File: src/rtl/ibex_lsu_resp_align.sv
// LSU response stage: tracks one (possibly split) bus transaction, merges/aligns beats, extends load data.
// Optional macro IBEX_LSU_RESP_REG_OUT_EN registers the writeback-facing outputs (1-cycle latency).
module ibex_lsu_resp_align #(
  parameter bit ResetAll = 1'b0
) (
  input  logic        clk_i,
  input  logic        rst_ni,
  input  logic        req_valid_i,
  input  logic        req_we_i,
  input  logic [1:0]  req_type_i,
  input  logic        req_sign_ext_i,
  input  logic [1:0]  req_offset_i,
  input  logic        req_split_i,
  output logic        ready_o,
  output logic        busy_o,
  input  logic        data_rvalid_i,
  input  logic [31:0] data_rdata_i,
  input  logic        data_err_i,
  output logic [31:0] rf_wdata_lsu_o,
  output logic        rf_we_lsu_o,
  output logic        lsu_resp_valid_o,
  output logic        lsu_resp_err_o
);

  typedef enum logic [1:0] {
    IDLE       = 2'd0,
    WAIT_FIRST = 2'd1,
    WAIT_LAST  = 2'd2
  } state_e;

  state_e      state_r;
  logic        err_r;
  logic        we_r;
  logic [1:0]  type_r;
  logic        sign_ext_r;
  logic [1:0]  offset_r;
  logic [23:0] rdata_r;

  logic        final_beat_s;
  logic        accept_s;
  logic        first_beat_s;
  logic [15:0] half_s;
  logic [7:0]  byte_s;
  logic [31:0] aligned_s;
  logic [31:0] wdata_s;
  logic        resp_valid_s;
  logic        resp_err_s;
  logic        rf_we_s;

  assign final_beat_s = (state_r == WAIT_LAST) & data_rvalid_i;
  assign first_beat_s = (state_r == WAIT_FIRST) & data_rvalid_i;
  assign ready_o      = (state_r == IDLE) | final_beat_s;
  assign accept_s     = req_valid_i & ready_o;
  assign busy_o       = (state_r != IDLE);

  // Transaction FSM and sticky first-beat error flag
  always_ff @(posedge clk_i or negedge rst_ni) begin
    if (!rst_ni) begin
      state_r <= IDLE;
      err_r   <= 1'b0;
    end else begin
      case (state_r)
        IDLE: begin
          if (accept_s) begin
            state_r <= req_split_i ? WAIT_FIRST : WAIT_LAST;
            err_r   <= 1'b0;
          end
        end
        WAIT_FIRST: begin
          if (data_rvalid_i) begin
            state_r <= WAIT_LAST;
            err_r   <= data_err_i;
          end
        end
        WAIT_LAST: begin
          if (data_rvalid_i) begin
            if (req_valid_i) begin
              state_r <= req_split_i ? WAIT_FIRST : WAIT_LAST;
              err_r   <= 1'b0;
            end else begin
              state_r <= IDLE;
            end
          end
        end
        default: begin
          state_r <= IDLE;
          err_r   <= 1'b0;
        end
      endcase
    end
  end

  // Request attributes and first-beat data; reset only when ResetAll is set
  if (ResetAll) begin : g_data_rst
    always_ff @(posedge clk_i or negedge rst_ni) begin
      if (!rst_ni) begin
        we_r       <= 1'b0;
        type_r     <= 2'b00;
        sign_ext_r <= 1'b0;
        offset_r   <= 2'b00;
        rdata_r    <= 24'h000000;
      end else begin
        if (accept_s) begin
          we_r       <= req_we_i;
          type_r     <= req_type_i;
          sign_ext_r <= req_sign_ext_i;
          offset_r   <= req_offset_i;
        end
        if (first_beat_s) begin
          rdata_r <= data_rdata_i[31:8];
        end
      end
    end
  end else begin : g_data_norst
    always_ff @(posedge clk_i) begin
      if (accept_s) begin
        we_r       <= req_we_i;
        type_r     <= req_type_i;
        sign_ext_r <= req_sign_ext_i;
        offset_r   <= req_offset_i;
      end
      if (first_beat_s) begin
        rdata_r <= data_rdata_i[31:8];
      end
    end
  end

  // Beat merge, alignment and extension; offset alone selects split vs. aligned forms
  always_comb begin
    half_s    = 16'h0000;
    byte_s    = 8'h00;
    aligned_s = 32'h00000000;
    case (offset_r)
      2'd0:    half_s = data_rdata_i[15:0];
      2'd1:    half_s = data_rdata_i[23:8];
      2'd2:    half_s = data_rdata_i[31:16];
      2'd3:    half_s = {data_rdata_i[7:0], rdata_r[23:16]};
      default: half_s = 16'h0000;
    endcase
    case (offset_r)
      2'd0:    byte_s = data_rdata_i[7:0];
      2'd1:    byte_s = data_rdata_i[15:8];
      2'd2:    byte_s = data_rdata_i[23:16];
      2'd3:    byte_s = data_rdata_i[31:24];
      default: byte_s = 8'h00;
    endcase
    case (type_r)
      2'b01:   aligned_s = {{16{sign_ext_r & half_s[15]}}, half_s};
      2'b10:   aligned_s = {{24{sign_ext_r & byte_s[7]}}, byte_s};
      default: begin
        case (offset_r)
          2'd0:    aligned_s = data_rdata_i;
          2'd1:    aligned_s = {data_rdata_i[7:0], rdata_r[23:0]};
          2'd2:    aligned_s = {data_rdata_i[15:0], rdata_r[23:8]};
          2'd3:    aligned_s = {data_rdata_i[23:0], rdata_r[23:16]};
          default: aligned_s = data_rdata_i;
        endcase
      end
    endcase
  end

  assign resp_valid_s = final_beat_s;
  assign resp_err_s   = resp_valid_s & (err_r | data_err_i);
  assign rf_we_s      = resp_valid_s & ~we_r & ~resp_err_s;

  // Write data is driven only for a completing load
  always_comb begin
    wdata_s = 32'h00000000;
    if (resp_valid_s && !we_r) begin
      wdata_s = aligned_s;
    end else begin
      wdata_s = 32'h00000000;
    end
  end

`ifdef IBEX_LSU_RESP_REG_OUT_EN
  // Registered writeback outputs
  always_ff @(posedge clk_i or negedge rst_ni) begin
    if (!rst_ni) begin
      rf_wdata_lsu_o   <= 32'h00000000;
      rf_we_lsu_o      <= 1'b0;
      lsu_resp_valid_o <= 1'b0;
      lsu_resp_err_o   <= 1'b0;
    end else begin
      rf_wdata_lsu_o   <= wdata_s;
      rf_we_lsu_o      <= rf_we_s;
      lsu_resp_valid_o <= resp_valid_s;
      lsu_resp_err_o   <= resp_err_s;
    end
  end
`else
  assign rf_wdata_lsu_o   = wdata_s;
  assign rf_we_lsu_o      = rf_we_s;
  assign lsu_resp_valid_o = resp_valid_s;
  assign lsu_resp_err_o   = resp_err_s;
`endif

endmodule
File: config.mk
export PLATFORM = sky130hd
export DESIGN_NAME = ibex_lsu_resp_align
export DESIGN_NICKNAME = d
export VERILOG_FILES = /design/src/rtl/ibex_lsu_resp_align.sv
export SDC_FILE = /design/constraint.sdc
export NUM_CORES = 1
export LEC_CHECK = 0
export ABC_AREA = 1
export CORE_AREA = 2 2 86 79
export CTS_CLUSTER_DIAMETER = 80
export DETAILED_ROUTE_END_ITERATION = 16
export DIE_AREA = 0 0 88 81
export GPL_TIMING_DRIVEN = 0
export PLACE_DENSITY_LB_ADDON = 0.1
export SLEW_MARGIN = 20
export SYNTH_ARGS = -nofsm -noshare
export SYNTH_HDL_FRONTEND = slang
export SYNTH_SLANG_ARGS = --single-unit
export TNS_END_PERCENT = 10
File: constraint.sdc
create_clock -name clk_i -period 2.9 [get_ports clk_i]
set_input_delay 0.58 -clock clk_i [delete_from_list [all_inputs] [get_ports clk_i]]
set_output_delay 0.58 -clock clk_i [all_outputs]
set_load 0.02 [all_outputs]
; Word-level counts from Yosys, hierarchy flattened
; Index checks and enable logic that the tools add are counted.
[classes]
eq_ne = 11
reduce_logical = 7
mux = 16
n_bitwise = 12
[ops]
columns = cell, n
row1 = 32-bit case mux with 4 select lines, 1
row2 = 16-bit case mux with 4 select lines, 1
row3 = 32-bit case mux with 2 select lines, 1
row4 = 32-bit 2-to-1 mux, 1
row5 = 8-bit case mux with 4 select lines, 1
row6 = 2-bit 2-to-1 mux, 5
row7 = 1-bit AND, 8
row8 = "2-bit == test, second input constant", 4
row9 = "2-bit != test, second input constant", 4
row10 = "2-bit by 1-bit == test with 1-bit output, second input constant", 3
row11 = 2-bit case mux with 3 select lines, 1
row12 = 2-bit zero test, 2
row13 = 1-bit 2-to-1 mux, 4
row14 = 4-bit AND reduction, 1
row15 = 1-bit case mux with 3 select lines, 1
row16 = 3-bit AND reduction, 1
row17 = 1-bit inverter, 2
row18 = 1-bit bitwise OR, 2
row19 = 2-bit nonzero test, 1
row20 = 1-bit logical AND, 1
row21 = 1-bit zero test, 1
[totals]
regBits = 33
in_bits = 44
word_cells = 53

; Longest topological paths before layout
; Gate-level depths: netlist of the first run.
[logic_depth]
ltp_word = 6
mapped_depth = 11
mapped_depth_nobuf = 8

; Worst setup path after synthesis of the first run
; OpenSTA, ideal clock, no wires.
[synth_timing]
kind = in2reg
from = input data_rvalid_i
to = register rdata_r[0], enable pin
arrival_ps = 2291
slack_ps = 173
n_path_buf = 0
required_time_ps = 2465
stages = 2
path_cell_list = inv_1 nor3_1
[synth_via]
elab_chain_cells = 1
[synth_rtl]
columns = element, line
row1 = start: declaration, 16  ; input logic data_rvalid_i,
row2 = 1-bit AND, 51  ; assign first_beat_s = (state_r == WAIT_FIRST) & data_rvalid_i;
row3 = net first_beat_s, 41  ; logic first_beat_s;
row4 = end signal: assignment, 123  ; rdata_r <= data_rdata_i[31:8];
row5 = end: declaration, 37  ; logic [23:0] rdata_r;
; The timed path passes the listed nets, and every way through them passes these cells.
; A chain may end at the register's enable or synchronous reset.

; Worst setup path after layout of the first run
[layout_timing]
from = input data_rdata_i[7]
to = output rf_wdata_lsu_o[11]
[layout_via]
elab_chain_cells = 4
[layout_rtl]
columns = element, line
row1 = start: declaration, 17  ; input logic [31:0] data_rdata_i,
row2 = 8-bit case mux with 4 select lines, 140  ; case (offset_r)
row3 = 1-bit AND, 149  ; 2'b10: aligned_s = {{24{sign_ext_r & byte_s[7]}}, byte_s};
row4 = 32-bit case mux with 2 select lines, 147  ; case (type_r)
row5 = 32-bit 2-to-1 mux, 169  ; if (resp_valid_s && !we_r) begin
row6 = end: declaration, 19  ; output logic [31:0] rf_wdata_lsu_o,
; Every way passes these cells.

==> results.rst, run 1 <==
.. list-table::
   :header-rows: 1

   * - Metric
     - Value
   * - Via count
     - 3,954
   * - Initial core utilization
     - 47.8%
   * - Count of input and output buffers
     - 80
   * - Final Setup Violations
     - 2
   * - Total power density per cell area
     - 692 mW/mm2
   * - Biggest area contributors in the synthesized netlist
     - edfxtp_1, nand2_1, nor2_1
   * - Outcome
     - complete, but fails checks
   * - Number of antenna violations at the first check in global routing
     - 0
   * - Slowest-stage cell, CP
     - clkdlybuf4s50_1
   * - Layout area overhead
     - 32.2%
   * - Share of synthesized flip-flops with an asynchronous set or reset
     - 9.09%
   * - Fraction of the yosys area taken by sequential cells
     - 32.2%
   * - Post-route worst setup slack
     - -82.6 ps
   * - Global-route usage over all layers
     - 33.8%
   * - Avg Vias per Cell
     - 5.90
   * - Post-Place Cells
     - 661
   * - Clock buffer count from CTS
     - 5
   * - Nets
     - 626
   * - Detailed Routing Iterations Pass 1
     - 7
   * - Number of max-slew violations in the final report
     - 0
   * - Clk sinks
     - 33
   * - Number of violations reported at the end of detailed-routing iteration 0
     - 649
   * - Wire length of the first global-routing pass
     - 18,200 um
   * - Die ar.
     - 0.00713 mm2
   * - Worst skew pair latency
     - 290 ps
   * - GR Overflow Total
     - 0
   * - Core box area
     - 0.00634 mm2
   * - Most used routing layer
     - met2
   * - Post-Syn Nets
     - 535
   * - Critical path endpoint category
     - output port
   * - Most frequently used flop master after synthesis
     - edfxtp_1
   * - Post-detailed-route wirelength per cell
     - 18.0 um
   * - Max stage delay on crit path
     - 520 ps
   * - Synth Cell Area
     - 0.00303 mm2
   * - Final RePlAce weighted congestion
     - 0.980
   * - Most common cell on crit path
     - nor2_1
   * - Net Sw Power
     - 1.40 mW
   * - Final critical delay including setup and external delays
     - 2980 ps
   * - Gate family responsible for the most delay along the worst path
     - buffers and inverters
   * - Synth warn
     - 0
   * - CP Data Required Time
     - 2320 ps
   * - Yosys reg bits
     - 33
   * - CTS Root Buffer Type
     - clkbuf_8
   * - Total of hold buffers inserted after clock tree synthesis
     - 0
   * - Mapped Cells
     - 489
   * - GR Util met3
     - 6.20%
   * - Max-capacitance violation count
     - 0
   * - DRC violation count after routing
     - 0
   * - Util after Layout
     - 63.1%
   * - Most area-hungry cell type in the Yosys netlist
     - edfxtp_1
   * - Row cnt
     - 28
   * - Part of the total power dissipated in the clock network
     - 12.3%
   * - Top-count cell post-synth
     - nand2_1
   * - H-Tree Level Count
     - 2
   * - Peak supply drop
     - 0.000453 V
   * - Highest Clock Rate
     - 335 MHz
   * - Unrepaired setup endpoints after global routing
     - true
   * - Antenna viol nets, final
     - 0
   * - TritonCTS clock tree
     - done
   * - Worst Max-Slew Pin Slew
     - 739 ps
   * - List of cells traversed by the critical path
     - clkdlybuf4s50_1 -> inv_1 -> a21oi_1 -> nand3_2 -> nand2_1 -> nor2_1 -> nor2_1 -> dlygate4sd2_1
   * - Number of antenna cells inserted
     - 0
   * - Most common library cells after synthesis
     - nand2_1, nor2_1, a21oi_1
   * - Internal power component
     - 1.37 mW
   * - Highest fanout seen on the critical path
     - 8
   * - Logic pwr share
     - 63.4%
   * - Maximum number of buffers from clock root to sink
     - 2
   * - Fraction of layout cells with a size suffix above 1
     - 14.1%
   * - Vias in the first global route
     - 3,591
   * - Total count of hold-check failures in the final report
     - 0
   * - Period utilisation layout
     - 103%
   * - Largest clock skew in the final design
     - 6.16 ps
   * - Routed wire length
     - 12,000 um
   * - Switching share of power
     - 50.7%
   * - Type of the setup path with the least slack
     - input port to output port
   * - DPL Wire Length
     - 8270 um
   * - Horizontal die dimension
     - 88 um
   * - Static leakage
     - 1.81 nW
   * - Clock edge transition at the registers on the reported setup and hold paths
     - 60 ps
   * - Chip Height
     - 81 um
   * - Sort of element at the start of the critical path
     - input port
   * - Violated checks
     - setup timing
   * - M2 GR Usage
     - 53.1%
   * - Average instance area after synthesis
     - 6.19 um2
   * - Area share of the leading cell type in the synthesized netlist
     - 29.7%
   * - Number of different library cells in the post-synthesis netlist
     - 29
   * - Remaining max-slew budget at the tightest pin
     - 50.6%
   * - Number of non-filler instances in the completed layout
     - 670
   * - Number of I/O pins
     - 81
   * - Crit path arrival time
     - 2400 ps
   * - Maximum number of pins on one net before global-route repair
     - 11
   * - Reg power frac
     - 24.3%
   * - Number of flops mapped to enable cells by yosys
     - 30
   * - Sum of buffers and inverters on the critical path
     - 3
   * - Worst min-delay path category
     - input port to async pin
   * - Global-route track usage on met1
     - 45.7%
-- cell usage in the layout, fill, tap and decap left out, types with 2 or more instances in the layout --
master           synthesis  final
a211oi_1                 7      7
a21oi_1                 53     53
buf_2                   17      8
buf_4                    4     10
buf_6                    1      4
clkbuf_2                 0     28
clkbuf_4                 0      7
clkbuf_8                 0      5
clkdlybuf4s15_2          0      2
clkdlybuf4s50_1          0     47
dfrtp_1                  3      3
dlygate4sd2_1            0      4
edfxtp_1                30     30
ha_1                     2      2
inv_1                   30     30
inv_2                    3      2
nand2_1                148    147
nand2_2                  2      3
nand3_1                 40     39
nor2_1                  73     72
nor2_2                   3      2
nor2_4                   1      3
nor3_1                   9      8
o211ai_1                 3      3
o21ai_0                 31     31
o21ai_1                  9      9
o22ai_1                  7      7
or2_2                    2      2
-- per-stage QoR --
| stage | TNS, ps | setup slack, ps | power (mW) | hold WS, ps | area, um2 |
|---|---|---|---|---|---|
| 6_report | -124 | -82.6 | 2.77 | 463 | 4000 |
| 5_1_grt | -479 | -128 | 2.92 | 475 | 4000 |
| 4_1_cts | -165 | -165 | 2.70 | 467 | 4070 |
| 3_5_place_dp | -10850 | -382 | 2.33 | 544 | 3960 |
| 3_3_place_gp | -41900 | -1310 | 2.30 | 536 | 3940 |
| 2_1_floorplan | 0 | 173 | 1.73 | 284 | 3030 |
-- routing by layer --
metal	vias to the layer above	part of all wire, %	wire length [um]
met5	-	0	0
met4	0	2.9	350
met3	57	12	1440
met2	312	46	5520
met1	1772	39	4730
li1	1813	-	-
-- worst reg2reg max path: cells and delay by family, from the launching register on --
kind	cells	cell delay, ps
AND/OR/NAND/NOR	1	600
flip-flops	1	380
buffers and inverters	3	620
-- repair_timing --
item	CTS	global route
gates resized for setup	67	54
endpoints found under the setup margin	33	32
setup buffers	1	1
pin swaps	2	3
-- sequential cells by signal, indices dropped and copies added (netlist names) --
register	count
type_r	2
state_r	2
rdata_r	24
offset_r	2
err_r	1
we_r	1
sign_ext_r	1
-- power groups by stage --
stage / combinational [mW] / clock (mW) / sequential (mW)
2_1_floorplan: 1.06 / 0 / 0.666
3_3_place_gp: 1.62 / 0 / 0.680
3_5_place_dp: 1.65 / 0 / 0.680
4_1_cts: 1.69 / 0.338 / 0.671
5_1_grt: 1.89 / 0.349 / 0.683
6_report: 1.76 / 0.342 / 0.673
-- layout make-up --
class	count	area, um2
fill	646	2340
multi-input combinational	394	1810
sequential	33	976
timing repair buffer	84	707
buffer	28	190
inverter	34	135
tap	90	113
clock buffer	6	72.6
clock inverter	1	3.75
-- cells by family (layout without fill, tap and decap cells) --
kind of cell / after synthesis / after routing / share of synthesized area (%)
compound gates: 112 / 112 / 20.1
fa+ha+maj: 2 / 2 / 0.826
buf+inv: 62 / 153 / 9.13
flops: 33 / 33 / 32.2
simple gates: 280 / 280 / 37.8
-- worst paths after layout --
kind / startpoint / end / slack (ps) / cells past startpoint
max in group asynchronous: rst_ni / state_r[0] / 2300 / 1
min: rst_ni / err_r / 460 / 1
min in group clk_i: err_r / err_r / 540 / 2
min reg2reg: err_r / err_r / 540 / 2
max reg2reg: state_r[0] / rdata_r[10] / 1010 / 4
max: data_rdata_i[7] / rf_wdata_lsu_o[11] / -80 / 8
Power figures use the tool's default switching activity.
==> run 2: changes to the inputs <==
HOLD_SLACK_MARGIN = 0.02   (was not set)
==> results of run 2 <==
Final layout, timing and power as in run 1 (identical DEF).
